[src/rtl/sccb_init_sequencer_if.sv]
// Controller-side bus of the SCCB init sequencer.
// Byte pushes, write kick-off and controller status.
interface sccb_init_sequencer_if;
  logic       store_data_o;
  logic [7:0] data_o;
  logic       send_data_o;
  logic       ctrl_init_done_i;
  logic       device_ready_i;
  logic       error_i;

  modport master (
    output store_data_o,
    output data_o,
    output send_data_o,
    input  ctrl_init_done_i,
    input  device_ready_i,
    input  error_i
  );

  modport slave (
    input  store_data_o,
    input  data_o,
    input  send_data_o,
    output ctrl_init_done_i,
    output device_ready_i,
    output error_i
  );
endinterface

[src/rtl/sccb_init_sequencer.sv]
// Walks a ROM of {reg_addr, reg_val} words and writes each one
// through an I2C/SCCB controller, with delay/end markers and retries.
module sccb_init_sequencer #(
  parameter int          ADDR_BYTES   = 1,
  parameter int          ROM_AW       = 8,
  parameter int          DELAY_CYCLES = 2_700_000,
  parameter int          MAX_RETRIES  = 3,
  parameter int          AUTO_START   = 1,
  parameter logic [7:0]  DELAY_VAL    = 8'hF0,
  parameter logic [7:0]  END_VAL      = 8'hFF,
  localparam int         DW           = 8 * ADDR_BYTES + 8,
  localparam int         RW           = $clog2(MAX_RETRIES + 1)
) (
  input  logic                  sys_clk,
  input  logic                  sys_rst_n,
  input  logic                  start_i,
  sccb_init_sequencer_if.master ctrl,
  output logic [ROM_AW-1:0]     rom_addr_o,
  input  logic [DW-1:0]         rom_data_i,
  output logic                  busy_o,
  output logic                  done_o,
  output logic                  fail_o,
  output logic [RW-1:0]         retry_cnt_o
);

  localparam int DCW = (DELAY_CYCLES > 2) ? $clog2(DELAY_CYCLES) : 1;
  localparam int BW  = $clog2(ADDR_BYTES + 1);

  localparam logic [DCW-1:0] DLOAD = DCW'(DELAY_CYCLES - 1);
  localparam logic [BW-1:0]  BLAST = BW'(ADDR_BYTES);
  localparam logic [RW-1:0]  RMAX  = RW'(MAX_RETRIES);

  typedef enum logic [3:0] {
    IDLE, WAIT_RDY, FETCH, CHECK, LOAD, SEND,
    GUARD, WAIT_TX, DELAY, DONE, FAIL
  } state_t;

  state_t            state, state_n;
  logic [ROM_AW-1:0] addr_n;
  logic [RW-1:0]     retry_n;
  logic [DCW-1:0]    dcnt, dcnt_n;
  logic [BW-1:0]     bidx, bidx_n;
  logic              gcnt, gcnt_n;
  logic              boot;

  logic              mark;
  logic              last;
  logic [DW-1:0]     sh;
  logic [7:0]        cur_byte;

  assign mark     = &rom_data_i[DW-1:8];
  assign last     = &rom_addr_o;
  assign sh       = rom_data_i << (8 * bidx);
  assign cur_byte = sh[DW-1 -: 8];

  // State and counter registers
  always_ff @(posedge sys_clk or negedge sys_rst_n) begin
    if (!sys_rst_n) begin
      state       <= IDLE;
      rom_addr_o  <= '0;
      retry_cnt_o <= '0;
      dcnt        <= '0;
      bidx        <= '0;
      gcnt        <= 1'b0;
      boot        <= 1'b1;
    end else begin
      state       <= state_n;
      rom_addr_o  <= addr_n;
      retry_cnt_o <= retry_n;
      dcnt        <= dcnt_n;
      bidx        <= bidx_n;
      gcnt        <= gcnt_n;
      boot        <= 1'b0;
    end
  end

  // Next-state, address, retry and counter logic
  always_comb begin
    state_n = state;
    addr_n  = rom_addr_o;
    retry_n = retry_cnt_o;
    dcnt_n  = dcnt;
    bidx_n  = bidx;
    gcnt_n  = gcnt;
    unique case (state)
      IDLE: begin
        if (start_i || ((AUTO_START != 0) && boot)) begin
          state_n = WAIT_RDY;
          addr_n  = '0;
          retry_n = '0;
        end
      end
      WAIT_RDY: begin
        if (ctrl.ctrl_init_done_i && ctrl.device_ready_i)
          state_n = FETCH;
      end
      FETCH: state_n = CHECK;
      CHECK: begin
        if (mark && rom_data_i[7:0] == END_VAL) begin
          state_n = DONE;
        end else if (mark && rom_data_i[7:0] == DELAY_VAL) begin
          state_n = DELAY;
          dcnt_n  = DLOAD;
        end else begin
          state_n = LOAD;
          bidx_n  = '0;
        end
      end
      LOAD: begin
        if (bidx == BLAST) state_n = SEND;
        else bidx_n = bidx + 1'b1;
      end
      SEND: begin
        state_n = GUARD;
        gcnt_n  = 1'b0;
      end
      GUARD: begin
        if (gcnt) state_n = WAIT_TX;
        else gcnt_n = 1'b1;
      end
      WAIT_TX: begin
        if (ctrl.error_i) begin
          if (retry_cnt_o == RMAX) begin
            state_n = FAIL;
          end else begin
            retry_n = retry_cnt_o + 1'b1;
            state_n = WAIT_RDY;
          end
        end else if (ctrl.device_ready_i) begin
          retry_n = '0;
          if (last) begin
            state_n = DONE;
          end else begin
            addr_n  = rom_addr_o + 1'b1;
            state_n = FETCH;
          end
        end
      end
      DELAY: begin
        if (dcnt == '0) begin
          if (last) begin
            state_n = DONE;
          end else begin
            addr_n  = rom_addr_o + 1'b1;
            state_n = WAIT_RDY;
          end
        end else begin
          dcnt_n = dcnt - 1'b1;
        end
      end
      DONE, FAIL: begin
        if (start_i) begin
          state_n = WAIT_RDY;
          addr_n  = '0;
          retry_n = '0;
        end
      end
      default: state_n = IDLE;
    endcase
  end

  assign ctrl.store_data_o = (state == LOAD);
  assign ctrl.send_data_o  = (state == SEND);
  assign ctrl.data_o       = (state == LOAD) ? cur_byte : 8'h00;

  assign busy_o = !(state == IDLE || state == DONE || state == FAIL);
  assign done_o = (state == DONE);
  assign fail_o = (state == FAIL);

endmodule

[src/flat_wrapper.sv]
// flat-port wrapper written by rule: the top's interface ports become plain ports
module sccb_init_sequencer_flat 
#(
  parameter int          ADDR_BYTES   = 1,
  parameter int          ROM_AW       = 8,
  parameter int          DELAY_CYCLES = 2_700_000,
  parameter int          MAX_RETRIES  = 3,
  parameter int          AUTO_START   = 1,
  parameter logic [7:0]  DELAY_VAL    = 8'hF0,
  parameter logic [7:0]  END_VAL      = 8'hFF,
  localparam int         DW           = 8 * ADDR_BYTES + 8,
  localparam int         RW           = $clog2(MAX_RETRIES + 1)
)
  (sys_clk, sys_rst_n, start_i, rom_addr_o, rom_data_i, busy_o, done_o, fail_o, retry_cnt_o, ctrl_store_data_o, ctrl_data_o, ctrl_send_data_o, ctrl_ctrl_init_done_i, ctrl_device_ready_i, ctrl_error_i);
  sccb_init_sequencer_if ctrl_i ();
  input  logic sys_clk;
  input  logic sys_rst_n;
  input  logic start_i;
  output logic [ROM_AW-1:0] rom_addr_o;
  input  logic [DW-1:0] rom_data_i;
  output logic busy_o;
  output logic done_o;
  output logic fail_o;
  output logic [RW-1:0] retry_cnt_o;
  output wire logic [$bits(ctrl_i.store_data_o)-1:0] ctrl_store_data_o;
  output wire logic [$bits(ctrl_i.data_o)-1:0] ctrl_data_o;
  output wire logic [$bits(ctrl_i.send_data_o)-1:0] ctrl_send_data_o;
  input wire logic [$bits(ctrl_i.ctrl_init_done_i)-1:0] ctrl_ctrl_init_done_i;
  input wire logic [$bits(ctrl_i.device_ready_i)-1:0] ctrl_device_ready_i;
  input wire logic [$bits(ctrl_i.error_i)-1:0] ctrl_error_i;
  assign ctrl_store_data_o = ctrl_i.store_data_o;
  assign ctrl_data_o = ctrl_i.data_o;
  assign ctrl_send_data_o = ctrl_i.send_data_o;
  assign ctrl_i.ctrl_init_done_i = ctrl_ctrl_init_done_i;
  assign ctrl_i.device_ready_i = ctrl_device_ready_i;
  assign ctrl_i.error_i = ctrl_error_i;
  sccb_init_sequencer #(.ADDR_BYTES(ADDR_BYTES), .ROM_AW(ROM_AW), .DELAY_CYCLES(DELAY_CYCLES), .MAX_RETRIES(MAX_RETRIES), .AUTO_START(AUTO_START), .DELAY_VAL(DELAY_VAL), .END_VAL(END_VAL)) u_core (.sys_clk(sys_clk), .sys_rst_n(sys_rst_n), .start_i(start_i), .ctrl(ctrl_i), .rom_addr_o(rom_addr_o), .rom_data_i(rom_data_i), .busy_o(busy_o), .done_o(done_o), .fail_o(fail_o), .retry_cnt_o(retry_cnt_o));
endmodule
[config.mk]
export PLATFORM = sky130hd
export DESIGN_NAME = sccb_init_sequencer_flat
export DESIGN_NICKNAME = d
export VERILOG_FILES = /design/src/rtl/sccb_init_sequencer_if.sv /design/src/rtl/sccb_init_sequencer.sv /design/src/flat_wrapper.sv
export SDC_FILE = /design/constraint.sdc
export NUM_CORES = 1
export LEC_CHECK = 0
export ABC_AREA = 1
export BUFFER_PORTS_ARGS = -buffer_cell sky130_fd_sc_hd__buf_2
export CAP_MARGIN = 30
export CORE_MARGIN = 5
export CORE_UTILIZATION = 58
export DETAILED_ROUTE_END_ITERATION = 16
export HOLD_SLACK_MARGIN = 0.03
export PLACE_DENSITY = 0.82
export SLEW_MARGIN = 15
export SYNTH_ARGS = -nofsm -noshare
export SYNTH_HDL_FRONTEND = slang
export SYNTH_SLANG_ARGS = --single-unit
export TNS_END_PERCENT = 1
[constraint.sdc]
create_clock -name sys_clk -period 2.9 [get_ports sys_clk]
set_input_delay 0 -clock sys_clk [delete_from_list [all_inputs] [get_ports sys_clk]]
set_output_delay 0 -clock sys_clk [all_outputs]
set_load 0.02 [all_outputs]
Word level (Yosys, flattened, before mapping). Cells that the tools add are included.

Bits in registers: 39. Logic and storage cells: 98. Input port bits: 22.

Shifts and indexed selects: 1. Eq/ne operators: 27. Reduce and logical (&&, ||, !) cells: 22. Muxes and demuxes: 37. $add $sub $neg: 4.

Operators by type and width (number): 22-bit 2-to-1 mux (3); 8-bit 2-to-1 mux (7); 4-bit 2-to-1 mux (13); 22-bit one-hot mux with 2 select lines (1); 4-bit one-hot mux with 10 select lines (1); 8-bit one-hot mux with 4 select lines (1); 22-bit zero test (1); 22-bit by 1-bit subtractor with 22-bit output, second input constant (1); 4-bit by 3-bit == test with 1-bit output, second input constant (4); 8-bit == test, second input constant (2); 8-bit AND reduction (2); 16-bit by 4-bit << shifter with 16-bit output (1); 4-bit == test, second input constant (3); 2-bit by 1-bit inequality test with 1-bit output, second input constant (6); 2-bit inequality test, second input constant (6); 2-bit 2-to-1 mux (5); 8-bit by 1-bit adder with 8-bit output, second input constant (1); 4-bit by 2-bit == test with 1-bit output, second input constant (2); 7-bit AND reduction (1); 3-bit inequality test, second input constant (2); 2-bit one-hot mux with 3 select lines (1); 6-bit AND reduction (1); 2-bit nonzero test (3); 5-bit AND reduction (1); 15 further kinds (22).

Longest topological paths before layout.
Depth after elaboration: 5. Depth in mapped cells: 11. Gate-level depth less buffers: 11.

Least setup slack after synthesis. No wires, ideal clock.

Kind: register -> register. From: register u_core.dcnt[0]. To: register u_core.dcnt[7]. Library setup time: 0.118 ns. Slack: 1.190 ns. Clock period less this slack: 1.710 ns. Required time: 2.782 ns. Stages on the path, launching flop included: 12. Arrival time: 1.593 ns. Cell sequence: dfrtp_1 > clkinv_1 > ha_1 > nand2_2 > nor2_1 > nand3_2 > nand2_4 > nand2_4 > buf_6 > buf_6 > o21ai_2 > nand2_1.

Cells in the longest elaborated chain, start to end: 3. Elaborated cells on any way between the ends: 6. Those cells by class: add/sub: 1; eq/ne: 1; mux: 2; reduce/logical: 2.

RTL lines: start: declaration (RTL line sccb_init_sequencer.sv:41) `logic [DCW-1:0] dcnt, dcnt_n;`; start signal: assignment (RTL line sccb_init_sequencer.sv:70) `dcnt <= dcnt_n;`; 22-bit by 1-bit subtractor with 22-bit output / 22-bit zero test (equally long branches) (RTL line sccb_init_sequencer.sv:148, sccb_init_sequencer.sv:140); 22-bit 2-to-1 mux / 2-bit inequality test (equally long branches); 22-bit one-hot mux with 2 select lines / 4-bit AND reduction (equally long branches).

Parallel ways exist; a longest one is shown, timed or not. The select of a mux whose other input is x is not followed. A chain may end at the register's enable or synchronous reset.

Worst setup path after layout.
From: register u_core.dcnt[0]. To: register u_core.dcnt[17].

The elaborated chain is that of the path after synthesis.

==> flow_metrics.py <==
metrics = {
    "timing": {
        "fin_skew_ps": 6.47,
        "finalHoldViolations": 0,
        "post-route-period-util_pct": 71.9,
        "slew_violations": 0,
        "finalCriticalPeriod_ps": 2080,
        "setup_tns_ps": 0,
        "setup_viol": 0,
        "max_freq_mhz": 480,
        "rsz0062_at_grt": "false",
    },
    "worst_setup_path": {
        "path_max_fanout": 20,
        "crit_top_cell": "nand2_4",
        "worstSetupPathType": "flip-flop to flip-flop",
        "slowest_delay_ps": 390,
        "crit_path_end_kind": "flip-flop",
        "required_ps": 3070,
        "crit_path_top_delay_cell": "dfrtp_1",
        "cp-start-kind": "flip-flop",
        "cp.arrival_ps": 2260,
        "crit_chain": "clkinv_1 -> ha_1 -> nand2_2 -> nor2_1 -> nand3_2 -> nand2_4 -> nand2_4 -> inv_4 -> o21ai_0",
    },
    "floorplan": {
        "die_w_um": 81.9,
        "die_y_um": 81.9,
        "core_area_um2": 5070,
        "die-area_um2": 6710,
        "initial_core_util_pct": 59.1,
        "num_rows": 26,
        "num_io_pins": 45,
    },
    "global_routing": {
        "antenna_found_initial": 0,
        "grt_usage_pct": 23.3,
        "grt_pass1_wl_um": 12100,
        "grt_use_met2_pct": 40.0,
        "use_met3_pct": 3.84,
        "grtUsageMet1_pct": 29.1,
        "grt_max_degree": 40,
        "top_usage_layer": "met2",
        "grt-ovfl-total": 0,
        "grt_pass1_vias": 2821,
    },
    "logic_synthesis": {
        "ys_types": 30,
        "synthMostInstantiatedCell": "nand2_1",
        "synth_top_cell_area_share_pct": 31.7,
        "synthCells": 465,
        "synthFlopType": "dfrtp_1",
        "avgSynthCellArea_um2": 6.45,
        "ys_seq_elements": 39,
        "yosys_warnings": 0,
        "yosys.area.top_type": "dfrtp_1",
        "synthesis.area_um2": 3000,
        "synth_area_leaders": "dfrtp_1 32%, nand2_1 21%, nor2_1 8.4%",
        "yosys-top-cells-count": "164 x nand2_1, 67 x nor2_1, 45 x nand3_1",
        "synthArstFlopShare_pct": 100,
        "syn-num-nets": 490,
        "synth_edf_count": 0,
        "seq_area_frac_synth_pct": 32.6,
    },
    "power": {
        "ir_worst_vdd_uv": 356,
        "leakage_uw": 0.00179,
        "total_power_uw": 1750,
        "power.density_nw_per_um2": 519,
    },
    "finish": {
        "fillers": 477,
        "fin_nets": 536,
        "fin_util_pct": 66.4,
        "n_antenna_cell": 0,
        "area_growth_syn_to_layout_pct": 12.3,
        "drive_gt1_share_pct": 18.0,
    },
    "clock_tree": {
        "clk_pin_slew_worst_paths_ps": 80,
        "cts_made_buffers": 5,
        "cts_tree": "yes",
        "cts-root-buf": "clkbuf_8",
        "clk_latency_ps": 300,
        "clockBufferDepth": 2,
        "htree_num_levels": 2,
        "cts.sinks": 39,
    },
    "job": {
        "cap_violations": 0,
    },
    "place": {
        "io_buffers": 44,
        "gp_congestion": 0.909,
        "dp_hpwl_um": 5430,
    },
    "detailed_routing": {
        "vias": 3104,
        "dr.pass1.iters": 5,
        "via_per_inst": 5.33,
        "antenna_left": 0,
        "wl_per_cell_um": 12.2,
        "drc_errors": 0,
        "wl_um": 7130,
        "drt_iter0_drc": 227,
    },
    "worst_hold_path": {
        "hold_class": "input port to async pin",
    },
    "status": {
        "status": "finished clean",
    },
}
==> report_power, final <==
group	total (uW)	switching (uW)	internal, uW	leakage (uW)
logic	713	487	226	0.00127
clock network	361	192	169	0.0000422
registers	677	81.5	595	0.000474
==> path summary, 6_finish.rpt <==
kind | start | to | slack [ps] | cells past startpoint
max reg2reg | u_core.dcnt[0] | u_core.dcnt[17] | 820 | 9
min | sys_rst_n | u_core.dcnt[21] | 70 | 2
max in group asynchronous | sys_rst_n | u_core.boot | 2330 | 3
min reg2reg | u_core.dcnt[20] | u_core.dcnt[20] | 520 | 2
min in group sys_clk | ctrl_error_i | u_core.retry_cnt_o[1] | 70 | 5
max | u_core.dcnt[0] | u_core.dcnt[17] | 820 | 9
==> logic make-up (layout without fill, tap and decap cells) <==
kind of cell               after synthesis  in the layout  share of synthesized area [%]
xor gates and xnor gates                 6              6                           1.75
AOI/OAI and AO/OA                       36             36                           6.96
adders and majority gates                3              3                           1.25
buffers and inverters                   59            106                           8.26
and+or+nand+nor                        321            321                           49.1
DFF                                     39             39                           32.6
other                                    1              1                          0.125
==> placed cells by master (no fill, tap or decap), types with 4 or more instances in the layout <==
cell	Yosys	final
inv_2	5	5
nor2_4	4	4
nand2_1	164	164
clkbuf_8	0	5
o21ai_0	13	13
nand3_2	4	4
nand3_1	45	45
dfrtp_1	38	38
nor2_1	67	67
inv_1	43	43
nand2_2	6	6
xor2_1	6	6
buf_2	4	44
a21oi_1	11	11
nand4_1	15	15
o21ai_2	7	7
nor2_2	6	6
o21ai_1	4	4
==> critical path, delay by kind of cell (launching register included) <==
family / cells / cell delay (ps)
AOI/OAI and AO/OA: 1 / 120
buffers and inverters: 2 / 360
and+or+nand+nor: 5 / 770
adders and majority gates: 1 / 310
DFF: 1 / 390
==> metrics by stage <==
stage / instances / setup slack (ps) / hold slack (ps) / cell area [um2]
after floorplan: 465 / 1190 / -296 / 3000
after global placement: 572 / 953 / 162 / 3260
after detailed placement: 572 / 850 / 169 / 3260
after CTS: 581 / 834 / 63.4 / 3350
after global routing: 582 / 576 / 83.6 / 3370
final: 582 / 815 / 68.4 / 3370
==> sequential cells by signal (all words and copies together) (netlist names) <==
name,flops
u_core.rom_addr_o,8
u_core.dcnt,22
u_core.state,4
u_core.bidx,1
u_core.boot,1
u_core.gcnt,1
u_core.retry_cnt_o,2
==> area by class of cell <==
class,count,area [um2],share of cell area (%)
tap,70,87.6,2.60
clock buffer,7,76.3,2.27
inverter,52,198,5.87
multi-input combinational,367,1780,52.7
clock inverter,1,5.00,0.149
sequential,39,977,29.0
timing repair buffer,46,250,7.43
==> metal layers <==
| layer | vias to the layer above | routed length [um] |
|---|---|---|
| met3 | 16 | 298 |
| met2 | 84 | 3590 |
| li1 | 1567 | - |
| met4 | 0 | 157 |
| met5 | - | 0 |
| met1 | 1437 | 3080 |
==> repair_timing <==
item / CTS / global route
resized for setup: 0 / 0
hold endpoints to repair: 38 / 0
hold buffers: 1 / 0
buffers inserted: 0 / 0
Power figures use the tool's default switching activity.
